<file path="src/rtl/guess_collector.sv">
// guess_collector: collects one guess per player for a 16-player round,
// latches the round target, and presents all numbers in parallel until the
// consumer acknowledges. A round closes when every player has submitted or
// when TIMEOUT cycles have been spent collecting.
module guess_collector #(
  parameter int               WIDTH   = 32,
  parameter int               TIMEOUT = 64,
  parameter logic [WIDTH-1:0] FILL    = '1
) (
  input  logic             Clock,
  input  logic             Reset,
  input  logic             Target_Valid,
  input  logic [WIDTH-1:0] Target_In,
  input  logic             In_Valid,
  output logic             In_Ready,
  input  logic [3:0]       In_Player,
  input  logic [WIDTH-1:0] In_Num,
  output logic [WIDTH-1:0] Num_1,
  output logic [WIDTH-1:0] Num_2,
  output logic [WIDTH-1:0] Num_3,
  output logic [WIDTH-1:0] Num_4,
  output logic [WIDTH-1:0] Num_5,
  output logic [WIDTH-1:0] Num_6,
  output logic [WIDTH-1:0] Num_7,
  output logic [WIDTH-1:0] Num_8,
  output logic [WIDTH-1:0] Num_9,
  output logic [WIDTH-1:0] Num_10,
  output logic [WIDTH-1:0] Num_11,
  output logic [WIDTH-1:0] Num_12,
  output logic [WIDTH-1:0] Num_13,
  output logic [WIDTH-1:0] Num_14,
  output logic [WIDTH-1:0] Num_15,
  output logic [WIDTH-1:0] Num_16,
  output logic [WIDTH-1:0] Target_Num,
  output logic             Round_Valid,
  input  logic             Round_Ack,
  output logic [15:0]      Submitted_Mask,
  output logic             Dup_Error,
  output logic             Timed_Out,
  output logic [7:0]       Round_Count
);

  localparam int             TW   = (TIMEOUT > 2) ? $clog2(TIMEOUT) : 1;
  localparam logic [TW-1:0]  TMAX = TW'(TIMEOUT - 1);

  typedef enum logic [1:0] {
    S_IDLE    = 2'd0,
    S_COLLECT = 2'd1,
    S_PRESENT = 2'd2
  } state_t;

  state_t           r_state;
  state_t           w_state_next;
  logic [WIDTH-1:0] r_num [16];
  logic [WIDTH-1:0] r_target;
  logic [15:0]      r_mask;
  logic [TW-1:0]    r_timer;
  logic [7:0]       r_count;
  logic             r_in_ready;
  logic             r_round_valid;
  logic             r_dup;
  logic             r_timed_out;

  logic             w_fire;
  logic             w_new;
  logic             w_dup;
  logic [15:0]      w_mask_next;
  logic             w_full;
  logic             w_tmo;

  // Handshake decode and round-closing conditions for the current cycle.
  always_comb begin
    // NOTE: every combinational output gets a default first so no path leaves it unassigned, which would infer a latch.
    w_fire      = 1'b0;
    w_new       = 1'b0;
    w_dup       = 1'b0;
    w_mask_next = r_mask;
    w_full      = 1'b0;
    w_tmo       = 1'b0;
    if (r_state == S_COLLECT) begin
      w_fire      = In_Valid;
      w_new       = w_fire & ~r_mask[In_Player];
      w_dup       = w_fire &  r_mask[In_Player];
      w_mask_next = r_mask | (w_new ? (16'd1 << In_Player) : 16'd0);
      w_full      = &w_mask_next;
      w_tmo       = (r_timer == TMAX);
    end
  end

  // Next-state selection; mask-full takes priority over timeout.
  always_comb begin
    w_state_next = r_state;
    case (r_state)
      S_IDLE:    if (Target_Valid)     w_state_next = S_COLLECT;
      S_COLLECT: if (w_full || w_tmo)  w_state_next = S_PRESENT;
      S_PRESENT: if (Round_Ack)        w_state_next = S_IDLE;
      default:                         w_state_next = S_IDLE;
    endcase
  end

  // State register.
  always_ff @(posedge Clock) begin
    // NOTE: sequential state uses non-blocking assignments so every register samples pre-edge values.
    if (Reset) r_state <= S_IDLE;
    else       r_state <= w_state_next;
  end

  // Round datapath: slots, target, mask, timer, status flags and counter.
  always_ff @(posedge Clock) begin
    if (Reset) begin
      // NOTE: the slot array is cleared on reset because the consumer sees it directly on Num_* outputs.
      for (int i = 0; i < 16; i++) r_num[i] <= '0;
      r_target      <= '0;
      r_mask        <= '0;
      r_timer       <= '0;
      r_count       <= '0;
      r_in_ready    <= 1'b0;
      r_round_valid <= 1'b0;
      r_dup         <= 1'b0;
      r_timed_out   <= 1'b0;
    end else begin
      r_in_ready    <= (w_state_next == S_COLLECT);
      r_round_valid <= (w_state_next == S_PRESENT);
      r_dup         <= w_dup;
      case (r_state)
        S_IDLE: begin
          if (Target_Valid) begin
            r_target    <= Target_In;
            for (int i = 0; i < 16; i++) r_num[i] <= FILL;
            r_mask      <= '0;
            r_timer     <= '0;
            r_timed_out <= 1'b0;
          end
        end
        S_COLLECT: begin
          r_timer <= r_timer + 1'b1;
          r_mask  <= w_mask_next;
          if (w_new) r_num[In_Player] <= In_Num;
          if (!w_full && w_tmo) r_timed_out <= 1'b1;
        end
        S_PRESENT: begin
          if (Round_Ack) r_count <= r_count + 1'b1;
        end
        default: ;
      endcase
    end
  end

  assign In_Ready       = r_in_ready;
  assign Round_Valid    = r_round_valid;
  assign Dup_Error      = r_dup;
  assign Timed_Out      = r_timed_out;
  assign Submitted_Mask = r_mask;
  assign Round_Count    = r_count;
  assign Target_Num     = r_target;
  assign Num_1  = r_num[0];
  assign Num_2  = r_num[1];
  assign Num_3  = r_num[2];
  assign Num_4  = r_num[3];
  assign Num_5  = r_num[4];
  assign Num_6  = r_num[5];
  assign Num_7  = r_num[6];
  assign Num_8  = r_num[7];
  assign Num_9  = r_num[8];
  assign Num_10 = r_num[9];
  assign Num_11 = r_num[10];
  assign Num_12 = r_num[11];
  assign Num_13 = r_num[12];
  assign Num_14 = r_num[13];
  assign Num_15 = r_num[14];
  assign Num_16 = r_num[15];

endmodule

</file>
<file path="config.mk">
export PLATFORM = sky130hd
export DESIGN_NAME = guess_collector
export DESIGN_NICKNAME = d
export VERILOG_FILES = /design/src/rtl/guess_collector.sv
export SDC_FILE = /design/constraint.sdc
export NUM_CORES = 1
export LEC_CHECK = 0
export BUFFER_PORTS_ARGS = -buffer_cell sky130_fd_sc_hd__buf_2
export CAP_MARGIN = 15
export CORE_ASPECT_RATIO = 0.9
export CORE_UTILIZATION = 33
export CTS_BUF_LIST = sky130_fd_sc_hd__clkbuf_8 sky130_fd_sc_hd__clkbuf_16
export DETAILED_ROUTE_END_ITERATION = 8
export PLACE_DENSITY_LB_ADDON = 0.3
export RECOVER_POWER = 50
export SETUP_SLACK_MARGIN = 0.05
export SYNTH_ARGS = -nofsm -noshare
export SYNTH_HDL_FRONTEND = slang
export SYNTH_SLANG_ARGS = --single-unit
</file>
<file path="constraint.sdc">
create_clock -name Clock -period 4.7 [get_ports Clock]
set_input_delay 0.47 -clock Clock [delete_from_list [all_inputs] [get_ports Clock]]
set_output_delay 0.47 -clock Clock [all_outputs]
set_load 0.03 [all_outputs]
</file>
==> flow_summary.ini <==
[synthesis]
synth.area.top_cells = edfxtp_1 (67%), nand2_1 (18%), dfxtp_1 (5.9%), clkbuf_1 (1.8%), buf_2 (1.2%)
synth_top_area_share_pct = 67.1
synth_top_area_cell = edfxtp_1
syn_area_sq_mm = 0.0229
synthesis.nets = 2144
synth_edf_count = 512
synth_ff_type = edfxtp_1
synthArstFlopShare_pct = 0
yosys_warnings = 0
synth-seq-cells = 580
ys_types = 43
syn_area_per_cell_sq_um = 11.1
ys_seq_area_share_pct = 73.1
syn_inst = 2069

[drt]
drt_iter0_drc = 1970
routed_via_density = 4.83
drc = 0
wl_per_cell_um = 23.0
wirelength_um = 82800
drt_pass1_iterations = 6
final_antenna_net_count = 0
num_vias = 17400

[clocking]
cts_buffer_depth = 3
cts_tree = yes
cts_sinks = 580
root_buffer = clkbuf_16
post_cts_buffers = 0
cts_resized = 0
worstSkewPairLatency_ns = 0.64
cts.clk_slew.worst_paths_ns = 0.06
hold_buffers = 0
cts_made_buffers = 61
cts_max_level = 2

[sta]
fmax_mhz = 264
period_share_pct = 80.6
tightest_slew_ns = 2.04
whs_ns = 0.0667
fin_skew_ns = 0.0216
maxSlewHeadroom_pct = -35.7
rsz0062_at_grt = no
fin_crit_ns = 3.79
finalHoldViolCount = 0
final.setup.tns_ns = 0
setup_viol = 0
setup_ws_ns = 0.913
drv_slew = 238

[grt]
grt_pass1_wl_um = 114000
grt_max_degree = 80
grt_pass1_vias = 16000
antenna_found_initial = 2
grt_util_all_layers_pct = 22.5
overflow = 0

[outcome]
status = finished with violations
violations = capacitance limit, slew limit

[worst_setup_path]
cp_slowest_cell = clkbuf_1
crit_type = reg2reg
start_kind = flop
slowest_delay_ns = 1.45
cp_max_fo = 33
cp.required_ns = 5.19
end_kind = flop
crit_path_frequent_cell = nand2_1
cp_top_family = buffers and inverters
cp_num_buf_inv = 2
cp_data_arrival_time_ns = 4.27
path_cells = nand2b_1, nor2_1, clkbuf_1, nand2_1, nor2_4, clkbuf_1, nand2_1, nand2_1

[cells_and_area]
multiInputGateArea_sq_mm = 0.00556
ff_latch_area_sq_mm = 0.0167
final_area_sq_mm = 0.0282
fin_nets = 2691
final_cells = 3598
fill_cells = 6849
drive_gt1_share_pct = 8.74
area_growth_syn_to_layout_pct = 23.0

[floorplanning]
fp.coreArea_sq_mm = 0.0685
dieArea_sq_mm = 0.0705
start_util_pct = 33.4
io_pins = 645
dieHeight_um = 252
num_rows = 91
die_w_um = 280

[placed_design]
dpl.cell_count = 3480
gp_congestion = 0.845
port_buffers = 644
dp_hpwl_um = 54600
placedInstanceArea_sq_mm = 0.0271
pre_cts_slack_ns = 1.23

[power_and_ir_drop]
power_density_mw_per_mm2 = 456
max-vdd-ir-drop_v = 0.000323
leakage_nw = 11.7

[run]
max_cap_violations = 7

[worst_hold_path]
hold_class = in2reg
layout make-up:
class / instances / area share [%]
Antenna cell: 1 / 0.00888
Tap cell: 930 / 4.13
Sequential cell: 580 / 59.4
Clock inverter: 45 / 0.924
Multi-Input combinational cell: 1293 / 19.7
Clock buffer: 69 / 5.81
Inverter: 1 / 0.0133
Timing Repair Buffer: 679 / 9.98
cells in the mapped netlist (all sizes together), types with 2 or more instances:
cell	count
nand2	1103
edfxtp	512
clkbuf	109
buf	86
dfxtp	68
nor2	40
a21oi	35
o21ai	23
a21o	19
nand3	10
or2	7
a22oi	6
mux4	5
nand2b	5
xor2	5
and3	4
nand4	4
nor2b	4
a22o	2
and2	2
ha	2
xnor2	2
power by group:
group	switching (mW)	internal, mW	total, mW	leakage (nW)
Clock	2.10	2.50	4.61	1.01
Combinational	1.67	0.295	1.97	4.76
Sequential	0.144	6.14	6.28	5.92
per-stage QoR:
step / power (mW) / utilization, %
5_1_grt: 13.2 / 41.1
2_1_floorplan: 7.68 / -
6_report: 12.9 / 41.1
3_5_place_dp: 8.48 / 39.5
4_1_cts: 13.1 / 42.2
3_3_place_gp: 8.45 / 39.5
routing by layer:
layer | GRT usage (%) | wire, um | up-vias
met5 | 0 | 23 | -
met4 | 6.98 | 2350 | 4
met3 | 4.79 | 7080 | 150
met2 | 39.1 | 41100 | 920
met1 | 27.8 | 32200 | 8435
li1 | - | - | 7875
worst reg2reg max path, delay by kind of cell, from the launching register on:
kind / cells / cell delay (ns)
buf+inv: 2 / 1.79
flops: 1 / 0.36
simple gates: 6 / 1.48
cell families after synthesis:
| kind of cell | count (synthesis) | share of synthesized area (%) |
|---|---|---|
| AOI/OAI and AO/OA | 93 | 2.46 |
| xor gates and xnor gates | 7 | 0.268 |
| adders and majority gates | 2 | 0.109 |
| buffers and inverters | 196 | 3.56 |
| DFF | 580 | 73.1 |
| muxes | 7 | 0.584 |
| and+or+nand+nor | 1184 | 20.0 |
registers in the layout (all words and copies together) (netlist names):
name and cells:
r_num 512, Target_Num 32, Submitted_Mask 16, Round_Count 8, r_timer 6, r_state 2
Dup_Error 1, In_Ready 1, Round_Valid 1, Timed_Out 1
cells in the final DEF (no fill, tap or decap), types with 5 or more instances in the layout:
cell type	n
a21o_1	19
a21oi_1	35
a22oi_1	6
buf_12	6
buf_2	72
buf_4	20
clkbuf_1	580
clkbuf_16	61
clkbuf_8	8
clkinv_1	6
clkinv_2	17
dfxtp_1	68
edfxtp_1	512
inv_1	15
mux4_2	5
nand2_1	1103
nand3_1	10
nor2_1	24
nor2_4	12
o21ai_0	11
o21ai_4	10
or2_2	6
xor2_1	5
final timing paths:
path | start | to | slack, ns | depth (start not counted)
setup reg to reg | r_state[1]$_SDFF_PP0_ | r_num[10][29]$_DFFE_PP_ | 0.91 | 8
setup / recovery | r_state[1]$_SDFF_PP0_ | r_num[10][29]$_DFFE_PP_ | 0.91 | 8
hold / removal | Target_In[10] | Target_Num[10]$_SDFFE_PP0P_ | 0.07 | 3
hold reg to reg | Target_Num[29]$_SDFFE_PP0P_ | Target_Num[29]$_SDFFE_PP0P_ | 0.46 | 2
Note: power is estimated with default switching activity, not from simulation.
